<file path="src/rtl/flash_read_sched_pkg.sv">
// Shared types and defaults for the flash burst scheduler; no logic, no latency.
// Timing defaults come from the read engine's define set so both blocks agree.
`ifndef FLASH_TIMING_DEFS
`define FLASH_TIMING_DEFS
`define FLASH_BURST_WORDS 2070
`define FLASH_ENG_GAP 16
`define FLASH_TIMEOUT_CYC 65535
`define FLASH_RST_HOLD 4
`endif

package flash_pkg;

  localparam int ADDR_W_DEF      = 25;
  localparam int FREE_W_DEF      = 16;
  localparam int BURST_WORDS_DEF = `FLASH_BURST_WORDS;
  localparam int ENG_GAP_DEF     = `FLASH_ENG_GAP;
  localparam int TIMEOUT_CYC_DEF = `FLASH_TIMEOUT_CYC;
  localparam int RST_HOLD_DEF    = `FLASH_RST_HOLD;

  typedef enum logic [2:0] {
    ST_IDLE,
    ST_CHECK,
    ST_ISSUE,
    ST_WAIT,
    ST_GAP,
    ST_ABORT,
    ST_FIN
  } sched_state_e;

  // Counter width large enough to hold the largest of the three load values.
  function automatic int cnt_width(input int a, input int b, input int c);
    int m;
    m = a;
    if (b > m) m = b;
    if (c > m) m = c;
    return (m < 1) ? 1 : $clog2(m + 1);
  endfunction

endpackage

</file>
<file path="src/rtl/flash_read_sched_if.sv">
// Frame-control and engine-side signals of the burst scheduler; slave = scheduler.
// Level/pulse signalling only; backpressure is the fifo_free threshold.
interface flash_read_sched_if #(
  parameter int ADDR_W = 25,
  parameter int FREE_W = 16
);
  logic              start;
  logic [ADDR_W-1:0] base_addr;
  logic [7:0]        n_burst;
  logic              stop;
  logic [FREE_W-1:0] fifo_free;
  logic              read_done;
  logic              read_en;
  logic [ADDR_W-1:0] rd_addr;
  logic              eng_rst_n;
  logic              busy;
  logic              done;
  logic              err;
  logic [7:0]        cur_burst;

  modport slave (
    input  start, base_addr, n_burst, stop, fifo_free, read_done,
    output read_en, rd_addr, eng_rst_n, busy, done, err, cur_burst
  );

  modport master (
    output start, base_addr, n_burst, stop, fifo_free, read_done,
    input  read_en, rd_addr, eng_rst_n, busy, done, err, cur_burst
  );
endinterface

</file>
<file path="src/rtl/flash_read_sched_timer.sv">
// Loadable down-counter with zero flag, shared by gap, abort hold and timeout.
// Load wins over decrement; decrement saturates at zero; no backpressure.
module flash_sched_timer #(
  parameter int W = 16
) (
  input  logic         clk,
  input  logic         rst_n,
  input  logic         load_i,
  input  logic [W-1:0] load_val_i,
  input  logic         dec_i,
  output logic         zero_o
);

  logic [W-1:0] cnt_q;
  logic [W-1:0] cnt_d;

  always_comb begin
    cnt_d = cnt_q;
    if (load_i) begin
      cnt_d = load_val_i;
    end else if (dec_i && (cnt_q != '0)) begin
      cnt_d = cnt_q - W'(1);
    end
  end

  always_ff @(posedge clk or negedge rst_n) begin
    if (!rst_n) begin
      cnt_q <= '0;
    end else begin
      cnt_q <= cnt_d;
    end
  end

  assign zero_o = (cnt_q == '0);

endmodule

</file>
<file path="src/rtl/flash_read_sched.sv">
// Frame burst scheduler: one engine read per burst, stuck-engine timeout and reset.
// read_en two cycles after start; holds in CHECK while fifo_free < one burst.
module flash_read_sched
  import flash_pkg::*;
#(
  parameter int ADDR_W      = ADDR_W_DEF,
  parameter int BURST_WORDS = BURST_WORDS_DEF,
  parameter int FREE_W      = FREE_W_DEF,
  parameter int ENG_GAP     = ENG_GAP_DEF,
  parameter int TIMEOUT_CYC = TIMEOUT_CYC_DEF,
  parameter int RST_HOLD    = RST_HOLD_DEF
) (
  input  logic               clk,
  input  logic               rst_n,
  flash_read_sched_if.slave  bus
);

  localparam int CNT_W = cnt_width(TIMEOUT_CYC, ENG_GAP, RST_HOLD);
  localparam logic [CNT_W-1:0]  TO_LOAD   = CNT_W'(TIMEOUT_CYC);
  localparam logic [CNT_W-1:0]  GAP_LOAD  = CNT_W'(ENG_GAP - 1);
  localparam logic [CNT_W-1:0]  HOLD_LOAD = CNT_W'(RST_HOLD - 1);
  localparam logic [FREE_W-1:0] FREE_MIN  = FREE_W'(BURST_WORDS);
  localparam logic [ADDR_W-1:0] ADDR_INC  = ADDR_W'(BURST_WORDS);

  sched_state_e      state_q, state_d;
  logic [ADDR_W-1:0] addr_q, addr_d;
  logic [ADDR_W-1:0] rd_addr_q, rd_addr_d;
  logic [7:0]        nb_q, nb_d;
  logic [7:0]        cur_q, cur_d;
  logic              busy_q, busy_d;
  logic              done_q, done_d;
  logic              err_q, err_d;
  logic              rd_en_q, rd_en_d;
  logic              eng_rst_n_q, eng_rst_n_d;
  logic              stop_lat_q, stop_lat_d;
  logic              rd_prev_q;
  logic              rd_rise;

  logic              tmr_load;
  logic [CNT_W-1:0]  tmr_val;
  logic              tmr_dec;
  logic              tmr_zero;

  assign rd_rise = bus.read_done & ~rd_prev_q;

  flash_sched_timer #(.W(CNT_W)) u_timer (
    .clk        (clk),
    .rst_n      (rst_n),
    .load_i     (tmr_load),
    .load_val_i (tmr_val),
    .dec_i      (tmr_dec),
    .zero_o     (tmr_zero)
  );

  always_comb begin
    state_d     = state_q;
    addr_d      = addr_q;
    rd_addr_d   = rd_addr_q;
    nb_d        = nb_q;
    cur_d       = cur_q;
    busy_d      = busy_q;
    done_d      = 1'b0;
    err_d       = err_q;
    rd_en_d     = 1'b0;
    eng_rst_n_d = 1'b1;
    stop_lat_d  = stop_lat_q;
    tmr_load    = 1'b0;
    tmr_val     = GAP_LOAD;
    tmr_dec     = 1'b0;

    case (state_q)
      ST_IDLE: begin
        if (bus.start) begin
          addr_d     = bus.base_addr;
          nb_d       = bus.n_burst;
          busy_d     = 1'b1;
          err_d      = 1'b0;
          cur_d      = '0;
          stop_lat_d = 1'b0;
          state_d    = (bus.n_burst == '0) ? ST_FIN : ST_CHECK;
        end
      end
      ST_CHECK: begin
        if (bus.stop) begin
          state_d = ST_FIN;
        end else if (bus.fifo_free >= FREE_MIN) begin
          state_d = ST_ISSUE;
        end
      end
      ST_ISSUE: begin
        rd_en_d   = 1'b1;
        rd_addr_d = addr_q;
        tmr_load  = 1'b1;
        tmr_val   = TO_LOAD;
        state_d   = ST_WAIT;
      end
      ST_WAIT: begin
        if (bus.stop) begin
          stop_lat_d = 1'b1;
        end
        // A completion seen on the expiry cycle still counts as success.
        if (rd_rise) begin
          cur_d    = cur_q + 8'd1;
          addr_d   = addr_q + ADDR_INC;
          tmr_load = 1'b1;
          tmr_val  = GAP_LOAD;
          state_d  = ST_GAP;
        end else if (tmr_zero) begin
          err_d    = 1'b1;
          tmr_load = 1'b1;
          tmr_val  = HOLD_LOAD;
          state_d  = ST_ABORT;
        end else begin
          tmr_dec = 1'b1;
        end
      end
      ST_GAP: begin
        if (tmr_zero) begin
          state_d = ((cur_q == nb_q) || stop_lat_q || err_q) ? ST_FIN : ST_CHECK;
        end else begin
          tmr_dec = 1'b1;
        end
      end
      ST_ABORT: begin
        eng_rst_n_d = 1'b0;
        if (tmr_zero) begin
          tmr_load = 1'b1;
          tmr_val  = GAP_LOAD;
          state_d  = ST_GAP;
        end else begin
          tmr_dec = 1'b1;
        end
      end
      ST_FIN: begin
        done_d  = 1'b1;
        busy_d  = 1'b0;
        state_d = ST_IDLE;
      end
      default: begin
        state_d = ST_IDLE;
      end
    endcase
  end

  always_ff @(posedge clk or negedge rst_n) begin
    if (!rst_n) begin
      state_q <= ST_IDLE;
    end else begin
      state_q <= state_d;
    end
  end

  always_ff @(posedge clk or negedge rst_n) begin
    if (!rst_n) begin
      addr_q      <= '0;
      rd_addr_q   <= '0;
      nb_q        <= '0;
      cur_q       <= '0;
      busy_q      <= 1'b0;
      done_q      <= 1'b0;
      err_q       <= 1'b0;
      rd_en_q     <= 1'b0;
      eng_rst_n_q <= 1'b1;
      stop_lat_q  <= 1'b0;
      rd_prev_q   <= 1'b0;
    end else begin
      addr_q      <= addr_d;
      rd_addr_q   <= rd_addr_d;
      nb_q        <= nb_d;
      cur_q       <= cur_d;
      busy_q      <= busy_d;
      done_q      <= done_d;
      err_q       <= err_d;
      rd_en_q     <= rd_en_d;
      eng_rst_n_q <= eng_rst_n_d;
      stop_lat_q  <= stop_lat_d;
      rd_prev_q   <= bus.read_done;
    end
  end

  assign bus.read_en   = rd_en_q;
  assign bus.rd_addr   = rd_addr_q;
  assign bus.eng_rst_n = eng_rst_n_q;
  assign bus.busy      = busy_q;
  assign bus.done      = done_q;
  assign bus.err       = err_q;
  assign bus.cur_burst = cur_q;

endmodule

</file>
<file path="src/flat_wrapper.sv">
// flat-port wrapper written by rule: the top's interface ports become plain ports
module flash_read_sched_flat import flash_pkg::*;
#(
  parameter int ADDR_W      = ADDR_W_DEF,
  parameter int BURST_WORDS = BURST_WORDS_DEF,
  parameter int FREE_W      = FREE_W_DEF,
  parameter int ENG_GAP     = ENG_GAP_DEF,
  parameter int TIMEOUT_CYC = TIMEOUT_CYC_DEF,
  parameter int RST_HOLD    = RST_HOLD_DEF
)
  (clk, rst_n, bus_start, bus_base_addr, bus_n_burst, bus_stop, bus_fifo_free, bus_read_done, bus_read_en, bus_rd_addr, bus_eng_rst_n, bus_busy, bus_done, bus_err, bus_cur_burst);
  flash_read_sched_if #(.ADDR_W(ADDR_W), .FREE_W(FREE_W)) bus_i ();
  input  logic clk;
  input  logic rst_n;
  input wire logic [$bits(bus_i.start)-1:0] bus_start;
  input wire logic [$bits(bus_i.base_addr)-1:0] bus_base_addr;
  input wire logic [$bits(bus_i.n_burst)-1:0] bus_n_burst;
  input wire logic [$bits(bus_i.stop)-1:0] bus_stop;
  input wire logic [$bits(bus_i.fifo_free)-1:0] bus_fifo_free;
  input wire logic [$bits(bus_i.read_done)-1:0] bus_read_done;
  output wire logic [$bits(bus_i.read_en)-1:0] bus_read_en;
  output wire logic [$bits(bus_i.rd_addr)-1:0] bus_rd_addr;
  output wire logic [$bits(bus_i.eng_rst_n)-1:0] bus_eng_rst_n;
  output wire logic [$bits(bus_i.busy)-1:0] bus_busy;
  output wire logic [$bits(bus_i.done)-1:0] bus_done;
  output wire logic [$bits(bus_i.err)-1:0] bus_err;
  output wire logic [$bits(bus_i.cur_burst)-1:0] bus_cur_burst;
  assign bus_i.start = bus_start;
  assign bus_i.base_addr = bus_base_addr;
  assign bus_i.n_burst = bus_n_burst;
  assign bus_i.stop = bus_stop;
  assign bus_i.fifo_free = bus_fifo_free;
  assign bus_i.read_done = bus_read_done;
  assign bus_read_en = bus_i.read_en;
  assign bus_rd_addr = bus_i.rd_addr;
  assign bus_eng_rst_n = bus_i.eng_rst_n;
  assign bus_busy = bus_i.busy;
  assign bus_done = bus_i.done;
  assign bus_err = bus_i.err;
  assign bus_cur_burst = bus_i.cur_burst;
  flash_read_sched #(.ADDR_W(ADDR_W), .BURST_WORDS(BURST_WORDS), .FREE_W(FREE_W), .ENG_GAP(ENG_GAP), .TIMEOUT_CYC(TIMEOUT_CYC), .RST_HOLD(RST_HOLD)) u_core (.clk(clk), .rst_n(rst_n), .bus(bus_i));
endmodule
</file>
<file path="config.mk">
export PLATFORM = sky130hd
export DESIGN_NAME = flash_read_sched_flat
export DESIGN_NICKNAME = d
export VERILOG_FILES = /design/src/rtl/flash_read_sched_pkg.sv /design/src/rtl/flash_read_sched_if.sv /design/src/rtl/flash_read_sched_timer.sv /design/src/rtl/flash_read_sched.sv /design/src/flat_wrapper.sv
export SDC_FILE = /design/constraint.sdc
export NUM_CORES = 1
export LEC_CHECK = 0
export CAP_MARGIN = 10
export CORE_AREA = 2 2 108 110
export DETAILED_ROUTE_END_ITERATION = 6
export DIE_AREA = 0 0 110 112
export PLACE_DENSITY = 0.73
export SYNTH_ARGS = -nofsm -noshare
export SYNTH_HDL_FRONTEND = slang
export SYNTH_HIERARCHICAL = 1
export SYNTH_SLANG_ARGS = --single-unit
</file>
<file path="constraint.sdc">
create_clock -name clk -period 6.93 [get_ports clk]
set_input_delay 1.386 -clock clk [delete_from_list [all_inputs] [get_ports clk]]
set_output_delay 1.386 -clock clk [all_outputs]
set_load 0.02 [all_outputs]
</file>
==> metrics.txt, run 1 <==
status completed; maximum root-to-sink buffer count 2; crit-path max FO 58; WP data arrival roughly 4 ns; WL final roughly 13000 µm; largest net degree at the start of global routing 63; DRC 0; PwrDens 391 nW/µm²; Top Usage Layer GRT met2; Gates resized, CTS repair 0; Seq/Total Area, Yosys between 40 and 50%; placed cell count 722; CP Data Required Time slightly above 7 ns; layout cells sized above 1 between 10 and 15%; fin cells 738; core region area 11200 µm²; Min Clock Period, post-route between 3 and 4 ns; Worst Skew ~0.0077 ns; Crit Path Class reg2reg; critical path launch point type flop; most frequent cells in the layout 91 x dfrtp_1, 89 x clkdlybuf4s50_1, 70 x nand2_1, 38 x a21oi_1, 35 x nor2_1; Global Route Usage Sum between 20% and 30%; clock slew at reported path FFs roughly 0.07 ns; Ports between 90 and 100; clock sinks about 90; Synth Cell Area 4890 µm²; H-tree lvl count 3; Pins Over Slew Limit 0; sequential share of power 41.3%; Clock Latency Late Sink 0.34 ns; fillers a little under 1000; clk root buf clkbuf_16; CTS Buf Count 9; Slew headroom just over 30%; final hold violation count 0; met1 usage ~30%; initial antenna violation count 0; Mapped Cells around 510; RSZ-0062 raised after global routing false; setup violators final 0; Ant. Diodes 0; worst hold slack around 0.48 ns; max_cap viols 0; Rows 39; net switching power 0.934 mW; Area growth, synth to finish 27.3%; maximum VDD drop 0.175 mV; Via density 5.86; post-route ant nets 0; ys flop type dfrtp_1; most common cell after layout, fill and taps aside dfrtp_1; vias in the first global route between 4000 and 5000; Die Wd between 100 and 150 µm; Final GP Congestion about 0.91; cells on worst reg2reg path 7; DRT Pass-1 Iters 5; post-synthesis async set-or-reset flop share 100%; Final TNS setup 0 ns; Hold Path Depth 2; fin crit share 55.3%; top cell type's share of synthesized area a little under half; transition time of the tightest slew-check pin 1.04 ns; Buffers on Ports 90; CP Capture Type flop; Starting Density roughly 44%; die area 12300 µm²; reg2reg setup slack between 3 and 4 ns; Synth Warn # 6; die height ~110 µm; switching portion of total power about two fifths; nets@finish between 600 and 700; drt first-iter violations roughly 290; Fmax roughly 260 MHz; clock share of power between 20% and 30%; Post-CTS Setup Inserts 0; post-synth cell types between 60 and 70; first-pass GRT wire length 20900 µm; cell-internal power between 1.5 and 2 mW; Placed Area just under 6000 µm²; combinational power share 36.7%; CTS Hold Bufs 0; GR Util met3 under 10%; Leak 2.59 nW; number of synthesized flops with an enable pin 0; dpl hpwl about 8400 µm; area leader, netlist dfrtp_1; via count 4328; TritonCTS clock tree built; top cells by area, synth dfrtp_1 47%, mux2_2 5.8%, nand2_1 5.4%, a21oi_1 4.0%, nor2_1 2.7%; Synth Register Bits roughly 90; multi-input combinational cell area around 2400 µm²; register area approximately 2300 µm²; met2 usage between 30 and 40%; Final Cell Area roughly 6200 µm²; syn_area_per_cell between 9 and 10 µm²; total gr overflow 0; hold crit path type reg2reg; wire per inst approximately 17 µm
[area by class of cell]
| type | count | area share [%] |
|---|---|---|
| flip-flops and latches | 92 | 37.0 |
| repair buffers | 95 | 15.0 |
| inverters | 10 | 0.603 |
| clock buffers | 10 | 3.84 |
| clock inverters | 6 | 1.39 |
| well taps | 143 | 2.87 |
| multi-input cells | 382 | 39.3 |
[power groups by stage]
stage	Sequential, mW	Combinational [mW]	Clock, mW
after floorplan	0.966	0.599	0
after global placement	0.991	0.854	0
after detailed placement	1.00	0.883	0
after CTS	0.999	0.894	0.546
after global routing	1.04	0.982	0.568
final	1.01	0.895	0.536
[critical path, stage by stage, from the launching register on]
cell and delay, ns:
dfrtp_1 0.75, and3b_2 0.94, nand2_1 0.17, a21oi_1 0.46, nor4b_1 0.44, nand2_1 0.24
or4_1 0.52, a31oi_1 0.20
[logic make-up (layout without fill, tap and decap cells)]
family	count (synthesis)	count (layout)	share of synthesized area, %
AO/OA/AOI/OAI	141	141	19.1
XOR/XNOR	15	15	2.69
adder cells (fa/ha/maj)	3	3	0.767
buffers and inverters	40	121	3.43
flip-flops	92	92	47.1
multiplexers	29	29	6.70
other	1	2	0.0767
AND/OR/NAND/NOR	192	192	20.2
[final timing paths]
path                                                from                                    to
max in group asynchronous                          rst_n            u_core/rd_prev_q$_DFF_PN0_
setup reg to reg           u_core/state_q[0]$_DFFE_PN0P_  u_core/u_timer/cnt_q[11]$_DFFE_PN0P_
min in group asynchronous                          rst_n    u_core/bus.rd_addr[16]$_DFFE_PN0P_
setup / recovery           u_core/state_q[0]$_DFFE_PN0P_  u_core/u_timer/cnt_q[11]$_DFFE_PN0P_
hold / removal              u_core/addr_q[0]$_DFFE_PN0P_          u_core/addr_q[0]$_DFFE_PN0P_
hold reg to reg             u_core/addr_q[0]$_DFFE_PN0P_          u_core/addr_q[0]$_DFFE_PN0P_
[Yosys cell counts (all sizes together), types with 6 or more instances]
cell and count:
dfrtp 91, nand2 70, a21oi 39, nor2 35
o21ai 31, mux2 27, clkbuf 20, o22ai 18
nand3 13, xnor2 12, a2bb2oi 11, nand4 11
buf 10, inv 10, nor3 9, a31oi 7
nor4 7, nor2b 6, or4 6
[routing by layer]
layer,part of all wire [%],vias to the layer above
li1,-,2050
met1,44,2106
met2,49,156
met3,5.1,16
met4,1.6,0
met5,0,-
[stage by stage]
stage	setup WS [ns]	total power, mW	utilization (%)
finish	3.10	2.44	55.7
global route	2.79	2.59	55.7
CTS	3.15	2.44	55.7
detailed placement	2.86	1.89	52.8
global placement	2.91	1.85	52.8
floorplan	3.81	1.57	-
[state kept, by name, indices dropped and copies added (netlist names), 3 cells and up]
signal,cells
u_core/state_q,3
u_core/bus.cur_burst,8
u_core/nb_q,8
u_core/bus.rd_addr,25
u_core/addr_q,25
u_core/u_timer/cnt_q,16
No activity file was read; power rests on OpenSTA's default activity.
==> inputs of run 2 (changes only) <==
PLACE_DENSITY = 0.76   (was 0.73)
clock period = 3.5 ns   (was 6.93 ns; I/O delays follow)
==> run 2 against run 1 <==
Utilization grew 0.28 points. Sequential share of layout area shrank 0.18 points. First-iteration DRC count shrank 4.9%. Global-route usage shrank 0.076 points. Clock-buffer cell count grew 1. Maximum frequency grew 28%. Sequential cell count is the same. Design area grew 0.50%.
==> metrics.txt, run 2 (synthesis results as in run 1) <==
most common cell after layout, fill and taps aside dfrtp_1; placed cell count 729 (+0.97%); WP data arrival 3.20 ns (-0.88 ns); DRT Pass-1 Iters 4 (-1); CP Data Required Time 3.71 ns (-3.47 ns); clk root buf clkbuf_16; fillers 997 (+0.81%); DRC 0 (unchanged); CP peak stage delay 0.64 ns (-0.30 ns); most frequent cells in the layout 91 x dfrtp_1, 89 x clkdlybuf4s50_1, 70 x nand2_1, 38 x a21oi_1, 35 x nor2_1; TritonCTS clock tree built; CTS Hold Bufs 0 (unchanged); worst hold slack 0.441 ns (-0.0408 ns); Leak 2.60 nW (+0.47%); CP Capture Type flop; final hold violation count 0 (unchanged); CP Cell Sequence inv_1, ha_1, nor4b_1, nand4_1, inv_1, a21oi_1, and4bb_2, and2_1, a22oi_1, o21ai_1; crit-path max FO 7 (-88%); clock slew at reported path FFs 0.07 ns (about the same); first-pass GRT wire length 21000 µm (+0.46%); largest net degree at the start of global routing 64 (+1.6%); Gates resized, CTS repair 0 (unchanged); Buffers on Ports 90 (unchanged); nets@finish 654 (+1.1%); CTS Buf Count 9 (unchanged); fin cells 745 (+0.95%); maximum VDD drop 0.329 mV (+88%); Global Route Usage Sum 21.2% (-0.076 points); RSZ-0062 raised after global routing false; via count 4337 (+0.21%); Worst Skew 0.00979 ns (+0.00213 ns); core region area 11200 µm² (unchanged); fin crit share 85.3% (+30 points); Final GP Congestion 0.884 (-2.3%); Starting Density 43.8% (unchanged); Ant. Diodes 0 (unchanged); initial antenna violation count 0 (unchanged); Die Wd 110 µm (unchanged); Via density 5.82 (-0.73%); Rows 39 (unchanged); Worst path most repeated cell inv_1; total gr overflow 0 (unchanged); Fmax 335 MHz (+28%); vias in the first global route 4262 (+1.9%); PwrDens 758 nW/µm² (+94%); transition time of the tightest slew-check pin 1.03 ns (-0.00466 ns); max_cap viols 0 (unchanged); dpl hpwl 8630 µm (+3.1%); hold crit path type in2async; uppermost layer routed met4; critical path launch point type flop; status completed; met2 WL 6130 µm (-0.42%); setup violators final 0 (unchanged); post-route ant nets 0 (unchanged); layout cells sized above 1 11.6% (+0.87 points); Crit Path Class reg2reg; wire per inst 16.6 µm (-2.6%); Post-CTS Setup Inserts 0 (unchanged); clock sinks 92 (unchanged); die area 12300 µm² (unchanged); Routed met1 length 5390 µm (-2.9%); met3 wire length 639 µm (+0.16%); Ports 92 (unchanged); Pins Over Slew Limit 0 (unchanged); die height 112 µm (unchanged); H-tree lvl count 3 (unchanged); Min Clock Period, post-route 2.99 ns (-0.847 ns); maximum root-to-sink buffer count 2 (unchanged); WL final 12300 µm (-1.6%); Clock Latency Late Sink 0.34 ns (about the same); drt first-iter violations 274 (-4.9%); Slew headroom 30.6% (+0.31 points); Final TNS setup 0 ns (unchanged); slowest CP cell nor4b_1; Area growth, synth to finish 27.9%
-- run 2: cell type report --
class                      count  area, µm²  area share [%]
clock buffer                  11        243            3.88
clock inverter                 5       61.3           0.980
inverter                      10       37.5           0.600
multi-input combinational    382       2450            39.1
sequential                    92       2300            36.8
tap                          143        179            2.86
timing repair buffer         102        988            15.8
-- run 2: critical path, delay by kind of cell, from the launching register on --
family	cells	cell delay (ns)
compound gates	3	0.36
fa+ha+maj	1	0.21
buf+inv	2	0.37
flops	1	0.40
simple gates	4	1.51
-- run 2: worst paths after layout --
check | cells past startpoint | to | start | slack [ns]
setup / recovery | 10 | u_core/u_timer/cnt_q[6]$_DFFE_PN0P_ | u_core/u_timer/cnt_q[0]$_DFFE_PN0P_ | 0.51
hold / removal | 1 | u_core/bus.rd_addr[14]$_DFFE_PN0P_ | rst_n | 0.44
setup reg to reg | 10 | u_core/u_timer/cnt_q[6]$_DFFE_PN0P_ | u_core/u_timer/cnt_q[0]$_DFFE_PN0P_ | 0.51
hold reg to reg | 2 | u_core/addr_q[0]$_DFFE_PN0P_ | u_core/addr_q[0]$_DFFE_PN0P_ | 0.49
max in group asynchronous | 2 | u_core/bus.eng_rst_n$_DFF_PN1_ | rst_n | 2.25
min in group clk | 2 | u_core/addr_q[0]$_DFFE_PN0P_ | u_core/addr_q[0]$_DFFE_PN0P_ | 0.49
-- run 2: per-layer routing --
layer | track usage (%) | vias up
met5 | 0 | -
met4 | 6.58 | 0
met3 | 3.92 | 12
met2 | 33.6 | 142
met1 | 29.3 | 2127
li1 | - | 2056
-- run 2: per-stage QoR --
| step | util [%] | area [µm²] | setup WS (ns) | power, mW |
|---|---|---|---|---|
| global placement | 53.3 | 5950 | 0.560 | 3.66 |
| finish | 56.0 | 6260 | 0.513 | 4.74 |
| detailed placement | 53.3 | 5950 | 0.450 | 3.74 |
| floorplan | - | 4900 | 0.655 | 3.10 |
| CTS | 56.0 | 6260 | 0.585 | 4.74 |
| global route | 56.0 | 6260 | 0.284 | 5.06 |
-- run 2: report_power, final --
group | leakage [nW] | switching (mW) | internal (mW)
logic | 1.31 | 0.892 | 0.880
clock network | 0.138 | 0.408 | 0.575
registers | 1.16 | 0.522 | 1.47
total | 2.60 | 1.82 | 2.92
